===== src/rtl/fetch_unit_if.sv =====
// Instruction-memory request/acknowledge bus between the fetch unit (master)
// and the instruction memory (slave).
interface fetch_unit_if;
  logic        imem_req;
  logic [11:0] imem_addr;
  logic        imem_ack;
  logic [31:0] imem_rdata;

  modport master (output imem_req, output imem_addr, input imem_ack, input imem_rdata);
  modport slave  (input imem_req, input imem_addr, output imem_ack, output imem_rdata);
endinterface


===== src/rtl/fetch_unit.sv =====
// Instruction fetch stage: request FSM, redirect handling and decode-stage registers.
// Define FETCH_BUF_EN to add a one-entry prefetch buffer that keeps words fetched during a stall.
//
// state | meaning
// IDLE  | no request on the bus
// REQ   | request on the bus, returned word goes to decode
// DROP  | request on the bus, returned word is discarded (redirected away)
module fetch_unit #(
  parameter logic [11:0] RESET_PC = 12'h000
) (
  input  logic              clk,
  input  logic              rst_n,
  input  logic              stall,
  input  logic              redirect,
  input  logic [11:0]       redirect_addr,
  fetch_unit_if.master      imem,
  output logic [31:0]       inst,
  output logic [11:0]       pc,
  output logic              inst_valid
);

  localparam logic [31:0] NOP = 32'h0000_0013;

  typedef enum logic [1:0] {S_IDLE, S_REQ, S_DROP} state_t;

  state_t      state_q;
  logic [11:0] fetch_pc_q;
  logic [11:0] addr_q;
  logic [31:0] inst_q;
  logic [11:0] pc_q;
  logic        inst_valid_q;
  logic [11:0] nxt_pc;
  logic [11:0] tgt;
`ifdef FETCH_BUF_EN
  logic [31:0] buf_word_q;
  logic [11:0] buf_addr_q;
  logic        buf_valid_q;
`endif

  assign nxt_pc         = fetch_pc_q + 12'd4;
  assign tgt            = redirect_addr & 12'hFFC;
  assign imem.imem_req  = (state_q != S_IDLE);
  assign imem.imem_addr = addr_q;
  assign inst           = inst_q;
  assign pc             = pc_q;
  assign inst_valid     = inst_valid_q;

  always_ff @(posedge clk or negedge rst_n) begin
    if (!rst_n) begin
      state_q      <= S_IDLE;
      fetch_pc_q   <= RESET_PC;
      addr_q       <= RESET_PC;
      inst_q       <= NOP;
      pc_q         <= RESET_PC;
      inst_valid_q <= 1'b0;
`ifdef FETCH_BUF_EN
      buf_word_q   <= NOP;
      buf_addr_q   <= RESET_PC;
      buf_valid_q  <= 1'b0;
`endif
    end else begin
      if (redirect) begin
        inst_q       <= NOP;
        inst_valid_q <= 1'b0;
`ifdef FETCH_BUF_EN
        buf_valid_q  <= 1'b0;
`endif
      end
      case (state_q)
        S_IDLE: begin
          if (redirect) begin
            fetch_pc_q <= tgt;
            if (!stall) begin
              state_q <= S_REQ;
              addr_q  <= tgt;
            end
          end else if (!stall) begin
`ifdef FETCH_BUF_EN
            if (buf_valid_q) begin
              inst_q       <= buf_word_q;
              pc_q         <= buf_addr_q;
              inst_valid_q <= 1'b1;
              buf_valid_q  <= 1'b0;
            end
`endif
            state_q <= S_REQ;
            addr_q  <= fetch_pc_q;
          end
        end
        S_REQ: begin
          if (redirect) begin
            fetch_pc_q <= tgt;
            if (!imem.imem_ack) begin
              state_q <= S_DROP;
            end else if (!stall) begin
              addr_q <= tgt;
            end else begin
              state_q <= S_IDLE;
            end
          end else if (stall) begin
            // Word returned under stall: keep it if buffered, otherwise refetch later.
            if (imem.imem_ack) begin
`ifdef FETCH_BUF_EN
              buf_word_q  <= imem.imem_rdata;
              buf_addr_q  <= addr_q;
              buf_valid_q <= 1'b1;
              fetch_pc_q  <= nxt_pc;
`endif
              state_q <= S_IDLE;
            end
          end else if (imem.imem_ack) begin
            inst_q       <= imem.imem_rdata;
            pc_q         <= addr_q;
            inst_valid_q <= 1'b1;
            fetch_pc_q   <= nxt_pc;
            addr_q       <= nxt_pc;
          end else begin
            inst_q       <= NOP;
            inst_valid_q <= 1'b0;
          end
        end
        S_DROP: begin
          if (redirect) begin
            fetch_pc_q <= tgt;
          end
          // The stale word is thrown away; only then may the new address go out.
          if (imem.imem_ack) begin
            if (!stall) begin
              state_q <= S_REQ;
              addr_q  <= redirect ? tgt : fetch_pc_q;
            end else begin
              state_q <= S_IDLE;
            end
          end
        end
        default: state_q <= S_IDLE;
      endcase
    end
  end

endmodule


===== src/flat_wrapper.sv =====
// flat-port wrapper written by rule: the top's interface ports become plain ports
module fetch_unit_flat 
#(
  parameter logic [11:0] RESET_PC = 12'h000
)
  (clk, rst_n, stall, redirect, redirect_addr, inst, pc, inst_valid, imem_imem_req, imem_imem_addr, imem_imem_ack, imem_imem_rdata);
  fetch_unit_if imem_i ();
  input  logic clk;
  input  logic rst_n;
  input  logic stall;
  input  logic redirect;
  input  logic [11:0] redirect_addr;
  output logic [31:0] inst;
  output logic [11:0] pc;
  output logic inst_valid;
  output wire logic [$bits(imem_i.imem_req)-1:0] imem_imem_req;
  output wire logic [$bits(imem_i.imem_addr)-1:0] imem_imem_addr;
  input wire logic [$bits(imem_i.imem_ack)-1:0] imem_imem_ack;
  input wire logic [$bits(imem_i.imem_rdata)-1:0] imem_imem_rdata;
  assign imem_imem_req = imem_i.imem_req;
  assign imem_imem_addr = imem_i.imem_addr;
  assign imem_i.imem_ack = imem_imem_ack;
  assign imem_i.imem_rdata = imem_imem_rdata;
  fetch_unit #(.RESET_PC(RESET_PC)) u_core (.clk(clk), .rst_n(rst_n), .stall(stall), .redirect(redirect), .redirect_addr(redirect_addr), .imem(imem_i), .inst(inst), .pc(pc), .inst_valid(inst_valid));
endmodule

===== config.mk =====
export PLATFORM = sky130hd
export DESIGN_NAME = fetch_unit_flat
export DESIGN_NICKNAME = d
export VERILOG_FILES = /design/src/rtl/fetch_unit_if.sv /design/src/rtl/fetch_unit.sv /design/src/flat_wrapper.sv
export SDC_FILE = /design/constraint.sdc
export NUM_CORES = 1
export LEC_CHECK = 0
export BUFFER_PORTS_ARGS = -buffer_cell sky130_fd_sc_hd__buf_2
export CAP_MARGIN = 20
export CORE_ASPECT_RATIO = 1.75
export CORE_MARGIN = 5
export CORE_UTILIZATION = 56
export CTS_CLUSTER_DIAMETER = 30
export CTS_CLUSTER_SIZE = 40
export DETAILED_ROUTE_END_ITERATION = 7
export GPL_ROUTABILITY_DRIVEN = 0
export PLACE_DENSITY = 0.86
export SYNTH_ARGS = -nofsm -noshare
export SYNTH_HDL_FRONTEND = slang
export SYNTH_SLANG_ARGS = --single-unit

===== constraint.sdc =====
create_clock -name clk -period 2.85 [get_ports clk]
set_input_delay 0.4275 -clock clk [delete_from_list [all_inputs] [get_ports clk]]
set_output_delay 0.4275 -clock clk [all_outputs]
set_load 0.1 [all_outputs]

==> Flow_metrics.wiki <==
{| class="wikitable"
! Metric !! Value
|-
| Most frequent cells in the layout || sky130_fd_sc_hd__buf_2, sky130_fd_sc_hd__dfrtp_1, sky130_fd_sc_hd__a21oi_1, sky130_fd_sc_hd__a22o_1
|-
| Largest fanout on the critical path || 15
|-
| Setup slack on the worst flop-to-flop path || 550 ps
|-
| Share of synthesized area spent on multiplexers || 7.97%
|-
| Worst-path cell with the longest stage delay || sky130_fd_sc_hd__ha_1
|-
| Antenna violations before repair || 0
|-
| Setup Fix Bufs, Post-CTS || 0
|-
| TritonCTS clock tree || done
|-
| Most common cell after layout, fill and taps aside || sky130_fd_sc_hd__buf_2
|-
| Worst setup timing slack at the placement stage || 607 ps
|-
| Aggregate negative setup slack || 0 ps
|-
| Standby leakage power || 2.15 nW
|-
| Synthesized-area fraction occupied by ao, oa, aoi and oai cells || 22.1%
|-
| Vias/cell || 6.02
|-
| Clock sink total || 71
|-
| Endpoint of the lowest-slack register-to-register path || u_core.imem.imem_addr[2]$_DFFE_PN0P_
|-
| Seq cells post-synth || 71
|-
| Share of the synthesized netlist area taken by xor and xnor gates || 1.71%
|-
| Fin crit share || 80.7%
|-
| Post-placement cell area || 4140 µm²
|-
| Count of hold-fix buffers inserted at cts || 0
|-
| Cells after synthesis || 340
|-
| Die area || 8150 µm²
|-
| Ordered cell list for the critical path || inv_1 -> ha_1 -> nor2b_1 -> nor2_1 -> and3_1 -> a221o_1 -> a22o_1
|-
| Slew at the pin with the worst max-slew slack || 860 ps
|-
| Count of buffers from port buffering || 104
|-
| Post-synthesis to final-layout area growth || 20.5%
|-
| Peak supply drop || 0.000791 V
|-
| Critical Path AT || 2540 ps
|-
| Clock Pin Slew Worst Setup and Hold Paths || 70 ps
|-
| Setup repair after global routing missed its margin || false
|-
| Clock latency on the worst-skew pair || 350 ps
|-
| Number of global-route vias before repair || 3,240
|-
| Min setup slack post-route || 549 ps
|-
| Number of pins exceeding their max-slew limit in the final report || 0
|-
| Drt first-iter violations || 216
|-
| Post-cts sizing count || 0
|-
| Placeable core region || 6230 µm²
|-
| Fraction of final layout cells sized beyond drive strength 1 || 33.6%
|-
| Overall Power || 5.27 mW
|-
| Number of core rows || 38
|-
| Leading post-synthesis cells by cell area || sky130_fd_sc_hd__dfrtp_1, sky130_fd_sc_hd__a22o_1, sky130_fd_sc_hd__a21oi_1
|-
| CP peak stage delay || 570 ps
|-
| Antenna diode count || 0
|-
| Sum of overflow across all layers after global routing || 0
|-
| Fraction of the core area covered by cells at the end of the flow || 69.2%
|-
| Total of endpoints with negative setup slack in the final report || 0
|-
| Worst min path class || in -> async
|-
| Nets in the synthesized netlist || 395
|-
| Wire length per cell || 17.8 µm
|-
| Total CTS buffers || 9
|-
| Fraction of synthesis flops using an asynchronous set or reset pin || 100%
|-
| Summed instance area of the synthesized netlist || 3580 µm²
|-
| Setup Crit Path Kind || reg -> reg
|-
| Max-slew headroom || 42.7%
|-
| I/O pin total || 107
|-
| Synth area leader || sky130_fd_sc_hd__dfrtp_1
|-
| Crit path required time || 3090 ps
|-
| Layout Cell Area excl Fill || 4310 µm²
|-
| Net count, final || 494
|-
| Number of maximum-capacitance constraint violations || 0
|-
| DPL Wire Length || 6870 µm
|-
| Fraction of the mapped netlist area in simple logic gates || 11.8%
|-
| Clock root buffer || sky130_fd_sc_hd__clkbuf_8
|-
| Number of hold violations in the final report || 0
|-
| Count of flip-flops with a built-in enable after synthesis || 0
|-
| Horizontal die dimension || 70.4 µm
|-
| Power per unit of standard cell area || 1220 nW/µm²
|-
| Clock H-tree levels || 3
|-
| Maximum number of pins on one net before global-route repair || 72
|-
| Largest family of logic cells by synthesized area || compound AO/OA/AOI/OAI gates
|-
| Outcome || finished, final reports clean
|-
| Depth of the most critical reg-to-reg path || 7
|-
| Post-synthesis adder-cell area fraction || 2.10%
|-
| Share of the synthesized area in the top cell type || 47.6%
|-
| Wire length of the first global-routing pass || 15,400 µm
|-
| Drt first pass iters || 5
|-
| Sequential-to-total area share from yosys stat || 49.8%
|-
| Initial standard-cell utilization of the core || 57.4%
|-
| Synthesized area per cell || 10.5 µm²
|-
| CP Launch Type || flop
|-
| CP endpoint kind || flop
|-
| DRC Markers || 0
|-
| Via count || 3,151
|-
| Top flip-flop cell by instance count after synthesis || sky130_fd_sc_hd__dfrtp_1
|-
| Worst reg2reg startpoint || u_core.state_q[0]$_DFFE_PN0P_
|-
| Floorplan die height || 116 µm
|-
| Time the final worst path needs with I/O delays and setup || 2300 ps
|-
| Final worst clock skew || 5.87 ps
|-
| Library cells used by synthesis || 51
|-
| Yosys warning count || 0
|-
| Maximum buffer depth of the clock tree || 2
|-
| Wire length reported by the detailed router || 9300 µm
|-
| Final ANT Viol Nets || 0
|-
| Aggregate global-route resource usage || 24.0%
|-
| Fmax achieved || 435 MHz
|}
==> worst max-delay path by stage <==
stage,start,endpoint,slack [ps],cells past startpoint
2_1_floorplan,u_core.state_q[0]$_DFFE_PN0P_,u_core.imem.imem_addr[2]$_DFFE_PN0P_,940,7
3_3_place_gp,u_core.state_q[0]$_DFFE_PN0P_,u_core.imem.imem_addr[2]$_DFFE_PN0P_,670,7
3_5_place_dp,u_core.state_q[0]$_DFFE_PN0P_,u_core.imem.imem_addr[2]$_DFFE_PN0P_,610,7
4_1_cts,u_core.state_q[0]$_DFFE_PN0P_,u_core.imem.imem_addr[1]$_DFFE_PN0P_,580,8
5_1_grt,u_core.state_q[0]$_DFFE_PN0P_,u_core.imem.imem_addr[1]$_DFFE_PN0P_,430,8
6_report,u_core.state_q[0]$_DFFE_PN0P_,u_core.imem.imem_addr[2]$_DFFE_PN0P_,550,7
==> metrics by stage <==
step                hold slack [ps]  std cells
finish                          284        523
detailed placement              459        508
global placement                461        508
floorplan                       132        340
global route                    296        523
CTS                             291        523
==> metal layers <==
metal,up-vias,track usage [%],part of all wire [%]
li1,1457,-,-
met1,1521,26.0,37
met2,146,42.7,54
met3,27,6.25,7.0
met4,0,12.4,3.0
met5,-,0,0
==> cell families after synthesis <==
family                   count (synthesis)
multiplexers                            27
AO/OA/AOI/OAI                          111
buffers and inverters                   33
XOR/XNOR                                 7
adder cells (fa/ha/maj)                  6
flip-flops                              71
AND/OR/NAND/NOR                         85
==> layout make-up <==
class	instances	area, µm²
Timing Repair Buffer	113	588
Clock inverter	2	16.3
Tap cell	80	100
Sequential cell	71	1780
Clock buffer	13	159
Inverter	8	30.0
Fill cell	462	1920
Multi-Input combinational cell	236	1640
==> cell usage after synthesis (all sizes together) (4+ instances only) <==
library cell,instances
clkbuf,7
o21ai,18
nor2,20
a22o,27
nand3,14
a21oi,30
mux2i,15
nor2b,5
xnor2,4
nand2,20
inv,8
mux2,12
buf,18
nand4,6
and3,5
a221o,4
dfrtp,68
ha,6
o22ai,4
==> power breakdown <==
group          switching, mW  internal [mW]  total (mW)
registers              0.281           1.27        1.55
clock network          0.351          0.361       0.712
logic                   2.30          0.716        3.01
==> flip-flops by register name, indices dropped and copies added, names as in the netlist <==
signal                 cells
u_core.fetch_pc_q         12
u_core.imem.imem_addr     12
u_core.inst_valid          1
u_core.inst               32
u_core.pc                 12
u_core.state_q             2
==> worst max-delay path, delay by kind of cell (launching register included) <==
kind	cells	cell delay [ps]
AOI/OAI and AO/OA	2	470
adders and majority gates	1	570
buffers and inverters	1	110
DFF	1	400
and+or+nand+nor	3	650
No activity file was read; power rests on OpenSTA's default activity.
